### config.mk
export PLATFORM = sky130hd
export DESIGN_NAME = hazard_scoreboard_unit_flat
export DESIGN_NICKNAME = d
export VERILOG_FILES = /design/src/rtl/hazard_scoreboard_unit_if.sv /design/src/rtl/hazard_scoreboard_unit.sv /design/src/flat_wrapper.sv
export SDC_FILE = /design/constraint.sdc
export NUM_CORES = 1
export LEC_CHECK = 0
export BUFFER_PORTS_ARGS = -buffer_cell sky130_fd_sc_hd__buf_2
export CAP_MARGIN = 20
export CORE_MARGIN = 8
export CORE_UTILIZATION = 55
export DETAILED_ROUTE_END_ITERATION = 8
export PLACE_DENSITY = 0.8
export SLEW_MARGIN = 5
export SYNTH_ARGS = -nofsm -noshare
export SYNTH_HDL_FRONTEND = slang
export SYNTH_SLANG_ARGS = --single-unit
### constraint.sdc
create_clock -name clk -period 3.25 [get_ports clk]
set_input_delay 0.65 -clock clk [delete_from_list [all_inputs] [get_ports clk]]
set_output_delay 0.65 -clock clk [all_outputs]
set_load 0.02 [all_outputs]
### src/rtl/hazard_scoreboard_unit_if.sv
// Hazard controller bundle: datapath-side status in, stage stall/flush and
// forwarding selects out. The datapath drives through master; the hazard
// unit attaches through slave.
interface hazard_scoreboard_unit_if #(
    parameter int REG_AW = 5,
    parameter int CNT_W  = 32
);
    logic              InstrMissF;
    logic              DataMissM;
    logic [REG_AW-1:0] Rs1D;
    logic [REG_AW-1:0] Rs2D;
    logic [REG_AW-1:0] RdD;
    logic              LongOpD;
    logic [REG_AW-1:0] Rs1E;
    logic [REG_AW-1:0] Rs2E;
    logic [REG_AW-1:0] RdE;
    logic              ResultSrcEb2;
    logic              LongStartE;
    logic              PCSrcb1;
    logic [1:0]        PCSrcReg;
    logic [REG_AW-1:0] RdM;
    logic              RegWriteM;
    logic [REG_AW-1:0] RdW;
    logic              RegWriteW;
    logic              LongDoneW;
    logic              StallCntClr;
    logic              StallF;
    logic              StallD;
    logic              StallE;
    logic              StallM;
    logic              StallW;
    logic              FlushD;
    logic              FlushE;
    logic [1:0]        ForwardAE;
    logic [1:0]        ForwardBE;
    logic              LongBusy;
    logic [CNT_W-1:0]  StallCount;

    modport master (
        output InstrMissF, DataMissM, Rs1D, Rs2D, RdD, LongOpD,
               Rs1E, Rs2E, RdE, ResultSrcEb2, LongStartE, PCSrcb1, PCSrcReg,
               RdM, RegWriteM, RdW, RegWriteW, LongDoneW, StallCntClr,
        input  StallF, StallD, StallE, StallM, StallW, FlushD, FlushE,
               ForwardAE, ForwardBE, LongBusy, StallCount
    );

    modport slave (
        input  InstrMissF, DataMissM, Rs1D, Rs2D, RdD, LongOpD,
               Rs1E, Rs2E, RdE, ResultSrcEb2, LongStartE, PCSrcb1, PCSrcReg,
               RdM, RegWriteM, RdW, RegWriteW, LongDoneW, StallCntClr,
        output StallF, StallD, StallE, StallM, StallW, FlushD, FlushE,
               ForwardAE, ForwardBE, LongBusy, StallCount
    );
endinterface

### src/rtl/hazard_scoreboard_unit.sv
// Five-stage pipeline hazard controller: E-stage forwarding, load-use and
// long-unit scoreboard stalls, cache-miss freeze and a saturating stall counter.
module hazard_scoreboard_unit #(
    parameter int REG_AW = 5,
    parameter int CNT_W  = 32
) (
    input logic clk,
    input logic reset_n,
    hazard_scoreboard_unit_if.slave hz
);
    localparam int Depth = 2 ** REG_AW;

    logic [Depth-1:0] pend;
    logic             longBusy;
    logic [CNT_W-1:0] stallCount;

    logic freeze;
    logic startAcc;
    logic busyStart;
    logic doneAcc;
    logic loadStall;
    logic sbStall;
    logic structStall;
    logic dStall;
    logic unusedPcSrc;

    // Pending bit as seen by D, with a retiring write releasing it this cycle.
    function automatic logic effPend(input logic [REG_AW-1:0] r);
        return pend[r] & ~(doneAcc & (hz.RdW == r));
    endfunction

    // M beats W; register zero is never forwarded.
    function automatic logic [1:0] fwdSel(input logic [REG_AW-1:0] src);
        if (src != '0 && hz.RegWriteM && src == hz.RdM)
            return 2'b10;
        else if (src != '0 && hz.RegWriteW && src == hz.RdW)
            return 2'b01;
        else
            return 2'b00;
    endfunction

    // Hazard terms; starts and retires are masked while their stage is frozen.
    always_comb begin
        freeze      = hz.InstrMissF | hz.DataMissM;
        busyStart   = hz.LongStartE & ~freeze;
        startAcc    = busyStart & (hz.RdE != '0);
        doneAcc     = hz.LongDoneW & ~freeze;
        loadStall   = hz.ResultSrcEb2 & (hz.RdE != '0) &
                      ((hz.Rs1D == hz.RdE) | (hz.Rs2D == hz.RdE));
        sbStall     = effPend(hz.Rs1D) | effPend(hz.Rs2D) | effPend(hz.RdD);
        structStall = hz.LongOpD & (longBusy | hz.LongStartE) & ~doneAcc;
        dStall      = loadStall | sbStall | structStall;
        unusedPcSrc = hz.PCSrcReg[0];
    end

    // Stage controls, forwarding selects and state visibility.
    always_comb begin
        hz.StallF     = (dStall | freeze) & ~hz.PCSrcReg[1];
        hz.StallD     = dStall | freeze;
        hz.StallE     = freeze;
        hz.StallM     = freeze;
        hz.StallW     = freeze;
        hz.FlushD     = hz.PCSrcb1 & ~freeze;
        hz.FlushE     = (hz.PCSrcb1 | dStall) & ~freeze;
        hz.ForwardAE  = fwdSel(hz.Rs1E);
        hz.ForwardBE  = fwdSel(hz.Rs2E);
        hz.LongBusy   = longBusy;
        hz.StallCount = stallCount;
    end

    // Scoreboard: clear then set, so a same-index start overrides the retire.
    always_ff @(posedge clk or negedge reset_n) begin
        if (!reset_n) begin
            pend <= '0;
        end else begin
            if (doneAcc)
                pend[hz.RdW] <= 1'b0;
            if (startAcc)
                pend[hz.RdE] <= 1'b1;
            pend[0] <= 1'b0;
        end
    end

    // Long-unit occupancy; a start in the retire cycle keeps it busy.
    always_ff @(posedge clk or negedge reset_n) begin
        if (!reset_n)
            longBusy <= 1'b0;
        else if (busyStart)
            longBusy <= 1'b1;
        else if (doneAcc)
            longBusy <= 1'b0;
    end

    // Saturating count of cycles in which D is held; clear has priority.
    always_ff @(posedge clk or negedge reset_n) begin
        if (!reset_n)
            stallCount <= '0;
        else if (hz.StallCntClr)
            stallCount <= '0;
        else if ((dStall | freeze) && stallCount != '1)
            stallCount <= stallCount + 1'b1;
    end
endmodule

### src/flat_wrapper.sv
// flat-port wrapper written by rule: the top's interface ports become plain ports
module hazard_scoreboard_unit_flat 
#(
    parameter int REG_AW = 5,
    parameter int CNT_W  = 32
)
  (clk, reset_n, hz_InstrMissF, hz_DataMissM, hz_Rs1D, hz_Rs2D, hz_RdD, hz_LongOpD, hz_Rs1E, hz_Rs2E, hz_RdE, hz_ResultSrcEb2, hz_LongStartE, hz_PCSrcb1, hz_PCSrcReg, hz_RdM, hz_RegWriteM, hz_RdW, hz_RegWriteW, hz_LongDoneW, hz_StallCntClr, hz_StallF, hz_StallD, hz_StallE, hz_StallM, hz_StallW, hz_FlushD, hz_FlushE, hz_ForwardAE, hz_ForwardBE, hz_LongBusy, hz_StallCount);
  hazard_scoreboard_unit_if #(.REG_AW(REG_AW), .CNT_W(CNT_W)) hz_i ();
  input logic clk;
  input logic reset_n;
  input wire logic [$bits(hz_i.InstrMissF)-1:0] hz_InstrMissF;
  input wire logic [$bits(hz_i.DataMissM)-1:0] hz_DataMissM;
  input wire logic [$bits(hz_i.Rs1D)-1:0] hz_Rs1D;
  input wire logic [$bits(hz_i.Rs2D)-1:0] hz_Rs2D;
  input wire logic [$bits(hz_i.RdD)-1:0] hz_RdD;
  input wire logic [$bits(hz_i.LongOpD)-1:0] hz_LongOpD;
  input wire logic [$bits(hz_i.Rs1E)-1:0] hz_Rs1E;
  input wire logic [$bits(hz_i.Rs2E)-1:0] hz_Rs2E;
  input wire logic [$bits(hz_i.RdE)-1:0] hz_RdE;
  input wire logic [$bits(hz_i.ResultSrcEb2)-1:0] hz_ResultSrcEb2;
  input wire logic [$bits(hz_i.LongStartE)-1:0] hz_LongStartE;
  input wire logic [$bits(hz_i.PCSrcb1)-1:0] hz_PCSrcb1;
  input wire logic [$bits(hz_i.PCSrcReg)-1:0] hz_PCSrcReg;
  input wire logic [$bits(hz_i.RdM)-1:0] hz_RdM;
  input wire logic [$bits(hz_i.RegWriteM)-1:0] hz_RegWriteM;
  input wire logic [$bits(hz_i.RdW)-1:0] hz_RdW;
  input wire logic [$bits(hz_i.RegWriteW)-1:0] hz_RegWriteW;
  input wire logic [$bits(hz_i.LongDoneW)-1:0] hz_LongDoneW;
  input wire logic [$bits(hz_i.StallCntClr)-1:0] hz_StallCntClr;
  output wire logic [$bits(hz_i.StallF)-1:0] hz_StallF;
  output wire logic [$bits(hz_i.StallD)-1:0] hz_StallD;
  output wire logic [$bits(hz_i.StallE)-1:0] hz_StallE;
  output wire logic [$bits(hz_i.StallM)-1:0] hz_StallM;
  output wire logic [$bits(hz_i.StallW)-1:0] hz_StallW;
  output wire logic [$bits(hz_i.FlushD)-1:0] hz_FlushD;
  output wire logic [$bits(hz_i.FlushE)-1:0] hz_FlushE;
  output wire logic [$bits(hz_i.ForwardAE)-1:0] hz_ForwardAE;
  output wire logic [$bits(hz_i.ForwardBE)-1:0] hz_ForwardBE;
  output wire logic [$bits(hz_i.LongBusy)-1:0] hz_LongBusy;
  output wire logic [$bits(hz_i.StallCount)-1:0] hz_StallCount;
  assign hz_i.InstrMissF = hz_InstrMissF;
  assign hz_i.DataMissM = hz_DataMissM;
  assign hz_i.Rs1D = hz_Rs1D;
  assign hz_i.Rs2D = hz_Rs2D;
  assign hz_i.RdD = hz_RdD;
  assign hz_i.LongOpD = hz_LongOpD;
  assign hz_i.Rs1E = hz_Rs1E;
  assign hz_i.Rs2E = hz_Rs2E;
  assign hz_i.RdE = hz_RdE;
  assign hz_i.ResultSrcEb2 = hz_ResultSrcEb2;
  assign hz_i.LongStartE = hz_LongStartE;
  assign hz_i.PCSrcb1 = hz_PCSrcb1;
  assign hz_i.PCSrcReg = hz_PCSrcReg;
  assign hz_i.RdM = hz_RdM;
  assign hz_i.RegWriteM = hz_RegWriteM;
  assign hz_i.RdW = hz_RdW;
  assign hz_i.RegWriteW = hz_RegWriteW;
  assign hz_i.LongDoneW = hz_LongDoneW;
  assign hz_i.StallCntClr = hz_StallCntClr;
  assign hz_StallF = hz_i.StallF;
  assign hz_StallD = hz_i.StallD;
  assign hz_StallE = hz_i.StallE;
  assign hz_StallM = hz_i.StallM;
  assign hz_StallW = hz_i.StallW;
  assign hz_FlushD = hz_i.FlushD;
  assign hz_FlushE = hz_i.FlushE;
  assign hz_ForwardAE = hz_i.ForwardAE;
  assign hz_ForwardBE = hz_i.ForwardBE;
  assign hz_LongBusy = hz_i.LongBusy;
  assign hz_StallCount = hz_i.StallCount;
  hazard_scoreboard_unit #(.REG_AW(REG_AW), .CNT_W(CNT_W)) u_core (.clk(clk), .reset_n(reset_n), .hz(hz_i));
endmodule
# ---- Yosys cells after proc, flatten, opt, wreduce, memory -nomap -nowiden
# Cells that the tools add are included.
dict set report op_classes {
  n_eq_ne 10
  bitwise 34
  muxes 20
  order_cmp 7
  addsub 1
  reduce_logical 16
}
# cell n
set ops {}
lappend ops {{32-bit 2-to-1 mux} 4}
lappend ops {{5-bit equality test} 9}
lappend ops {{32-bit by 1-bit adder with 32-bit output (second input constant)} 1}
lappend ops {{32-bit AND} 1}
lappend ops {{32-bit != test (second input constant)} 1}
lappend ops {{32-bit inverter} 1}
lappend ops {{32-bit OR} 1}
lappend ops {{5-bit by 6-bit < comparator with 1-bit output (second input constant)} 5}
lappend ops {{1-bit AND} 16}
lappend ops {{1-bit binary-select mux with 5-bit select} 3}
lappend ops {{5-bit nonzero test} 3}
lappend ops {{1-bit logical AND} 11}
lappend ops {{1-bit demux with 5-bit select} 2}
lappend ops {{5-bit by 1-bit >= comparator with 1-bit output (second input constant)} 2}
lappend ops {{1-bit 2-to-1 mux} 9}
lappend ops {{1-bit OR} 9}
lappend ops {{1-bit inverter} 6}
lappend ops {{2-bit 2-to-1 mux} 2}
lappend ops {{2-bit nonzero test} 2}
dict set report totals {
  regBits 64
  elab_cells 91
  out_inout_bits 44
}

# ---- Logic depth before layout (Yosys ltp)
dict set report depth {
  ltp_word 14
  depth_mapped 12
  depth_no_buf 9
}

# ---- Worst setup path before layout
# OpenSTA, ideal clock, no wires.
dict set report synth_path {
  path_kind {input port to output port}
  from {input port hz_Rs2D[0]}
  to {output port hz_StallD}
  arrival_time_ns 2.389
  slack_ns 0.211
  path_stages 7
  required_time_ns 2.600
  path_cell_list {buf_2 > mux4_2 > or3_1 > o2111ai_1 > o21ai_2 > nor3_2 > inv_1}
}
dict set report synth_between {
  elab_chain_len 9
  elab_cells_between_ends 14
}
# element line
set synth_lines {}
lappend synth_lines {{start: declaration} flat_wrapper.sv:14} ;# input wire logic [$bits(hz_i.Rs2D)-1:0] hz_Rs2D;
lappend synth_lines {{branches (longest 6 deep; another with 1-bit binary-select mux with 5-bit select)} -}
lappend synth_lines {{1-bit OR (*) (2 in a row)} hazard_scoreboard_unit.sv:52} ;# dStall = loadStall | sbStall | structStall;
lappend synth_lines {{1-bit OR (*)} hazard_scoreboard_unit.sv:59} ;# hz.StallD = dStall | freeze;
lappend synth_lines {{end: declaration} flat_wrapper.sv:31} ;# output wire logic [$bits(hz_i.StallD)-1:0] hz_StallD;
# Every way passes the cells marked *. The select of a mux whose other input is x is not followed.

# ---- Final worst setup path
dict set report layout_path {
  from {input port hz_Rs1D[0]}
  to {output port hz_StallF}
}
dict set report layout_between {
  elab_chain_len 10
  elab_cells_between_ends 15
}
# element line
set layout_lines {}
lappend layout_lines {{start: declaration} flat_wrapper.sv:13} ;# input wire logic [$bits(hz_i.Rs1D)-1:0] hz_Rs1D;
lappend layout_lines {{branches (longest 6 deep; another with 1-bit binary-select mux with 5-bit select)} -}
lappend layout_lines {{1-bit OR (*) (2 in a row)} hazard_scoreboard_unit.sv:52}
lappend layout_lines {{1-bit OR (*)} hazard_scoreboard_unit.sv:58} ;# hz.StallF = (dStall | freeze) & ~hz.PCSrcReg[1];
lappend layout_lines {{1-bit AND (*)} hazard_scoreboard_unit.sv:58}
lappend layout_lines {{end: declaration} flat_wrapper.sv:30} ;# output wire logic [$bits(hz_i.StallF)-1:0] hz_StallF;
# Marks and branches as above.

==> metrics.cfg <==
[timing]
rsz0062_at_grt=false
skew_ps=7.44
relSlewSlack_pct=47.6
worst_pin_slew_ps=786
drv_slew=0
period_needed_ps=3130
period_share_pct=96.3
tns_ps=0
fmax_ghz=0.320
setup_viol=0
hold_violations=0
whs_ps=378

[detailed_routing]
viasPerCell=6.44
vias=4529
wl_per_cell_um=19.7
drc=0
postRouteWirelength_mm=13.9
drtIter0Drc=357
drt-pass1-iter-count=5
drtAntennaViolNets=0

[cts]
numCtsBuffers=9
clkTransAtPathRegs_ps=70
ctsHoldBuffers=0
clock_path_buffers=2
clk_latency_ps=350
cts_root_buf=clkbuf_8
cts_tree=done
htreeDepth=3
clock-sinks=64

[floorplanning]
die-area_um2=11500
coreArea_um2=8180
io_pins=98
rows=33
start_util_pct=56.3
chipWidth_um=107
die_y_um=107

[outcome]
status=completed

[grt]
grt_usage_pct=23.6
grt_max_degree=55
antenna_found_initial=0
grt_overflow=0
grt_pass1_vias=4414
grt_pass1_wl_mm=21.8

[synthesis]
synth-seq-cells=64
synth_cell_types=55
synthCells=503
synth_fp_nets=558
synth_edf_count=0
async_flop_share_pct=100
synth_warnings=0
syn_area_um2=4600
synth_sequential_area_ratio_pct=34.8
avgSynthCellArea_um2=9.14
synthFlopType=dfrtp_1

[placed_design]
gp_congestion=0.962
dp_hpwl_mm=10.1
io_buffers=96

[worst_hold_path]
hold_path_class=input port to async pin

[critical_path]
critPathCaptureType=primary output
path_class=input port to primary output
rr_worst_depth=10
reg2reg_setup_slack_ps=580
cp.required_ps=2600
crit_fanout=6
critPathArrivalTime_ps=2480
cp-start-kind=input port

[cells_and_area]
nets=648
diodes=0
fillers=684
drive_above_1_share_pct=26.9
syn_to_final_growth_pct=17.2

[power_and_ir_drop]
powerDensity_nw_per_um2=381
p_leak_nw=2.22
peakVddDrop_mv=0.402

[job]
maxCapViolCount=0

[report_power, final]
group	total, mW	switching [mW]	internal, mW
clock network	0.698	0.324	0.374
registers	0.915	0.0624	0.853
logic	0.441	0.235	0.206
total	2.05	0.621	1.43
[cells in the final DEF (no fill, tap or decap), types with 7 or more instances in the layout]
cell / count
buf_2: 94
or3_1: 27
nor2b_1: 9
mux4_2: 18
a21oi_1: 29
o31ai_1: 8
nand4_1: 17
o21ai_0: 78
dfrtp_1: 64
buf_4: 15
nand3_1: 23
mux2i_1: 7
or4_1: 8
nand2_1: 24
xnor2_1: 35
clkbuf_8: 10
nand3b_1: 12
o21ai_1: 8
xor2_1: 11
nor2_1: 21
[Yosys cell counts, drive strengths merged, types with 16 or more instances]
cell / number / area (µm²)
nand2: 24 / 90.1
nand4: 17 / 106
xnor2: 35 / 307
or3: 27 / 169
dfrtp: 64 / 1600
a21oi: 29 / 145
clkbuf: 18 / 68.8
nor2: 21 / 78.8
buf: 16 / 118
nand3: 23 / 115
o21ai: 87 / 439
mux4: 18 / 405
[critical path, stage by stage]
cell and delay, ps:
buf_2 200, mux4_2 530, nor2b_1 120, nor3_1 60, o31ai_1 300, o21ai_2 160, nor3_2 240, nor2_1 60
buf_2 160
[area by class of cell]
cell class	count	area, µm²	share of cell area (%)
clock buffers	11	141	2.62
multi-input cells	401	2810	52.1
clock inverters	5	56.3	1.04
repair buffers	113	638	11.8
well taps	105	131	2.44
flip-flops and latches	64	1600	29.7
inverters	4	15.0	0.278
[kinds of logic (layout without fill, tap and decap cells)]
kind of cell | after synthesis | after routing | synth area share [%]
xor gates and xnor gates | 46 | 46 | 8.76
DFF | 64 | 64 | 34.8
muxes | 29 | 29 | 11.4
AOI/OAI and AO/OA | 144 | 144 | 17.9
adders and majority gates | 1 | 1 | 0.272
and+or+nand+nor | 181 | 181 | 22.4
buffers and inverters | 38 | 133 | 4.38
[through the flow]
stage          cell area (µm²)  std cells  power, mW  setup slack (ps)  utilization (%)
2_1_floorplan             4600        503       1.20               211                -
3_3_place_gp              5170        686       1.34              83.4             63.2
3_5_place_dp              5170        686       1.36              56.4             63.2
4_1_cts                   5370        702       2.05              39.2             65.7
5_1_grt                   5390        703       2.14              10.9             65.9
6_report                  5390        703       2.05               121             65.9
[final timing paths]
check,from,to
hold reg to reg,u_core.hz.LongBusy$_DFFE_PN0P_,u_core.hz.LongBusy$_DFFE_PN0P_
setup reg to reg,u_core.pend[14]$_DFF_PN0_,u_core.hz.StallCount[1]$_DFFE_PN0P_
hold / removal,reset_n,u_core.hz.StallCount[15]$_DFFE_PN0P_
setup / recovery,hz_Rs1D[0],hz_StallF
max in group asynchronous,reset_n,u_core.hz.LongBusy$_DFFE_PN0P_
min in group clk,u_core.hz.LongBusy$_DFFE_PN0P_,u_core.hz.LongBusy$_DFFE_PN0P_
[metal layers]
metal,up-vias,GRT usage (%),wire length [µm],share of wire (%)
met5,-,0,0,0
met2,235,41.2,7160,52
met4,0,9.22,324,2.3
met3,34,4.79,1200,8.7
li1,2069,-,-,-
met1,2191,27.8,5160,37
[registers in the layout, summed over array words and instances (netlist names)]
signal	count
u_core.hz.StallCount	32
u_core.pend	31
u_core.hz.LongBusy	1
[what timing repair did]
item                       CTS  global route
setup endpoints to repair    0             3
resized for setup            0             4
buffers inserted             0             1
No activity file was read; power rests on OpenSTA's default activity.
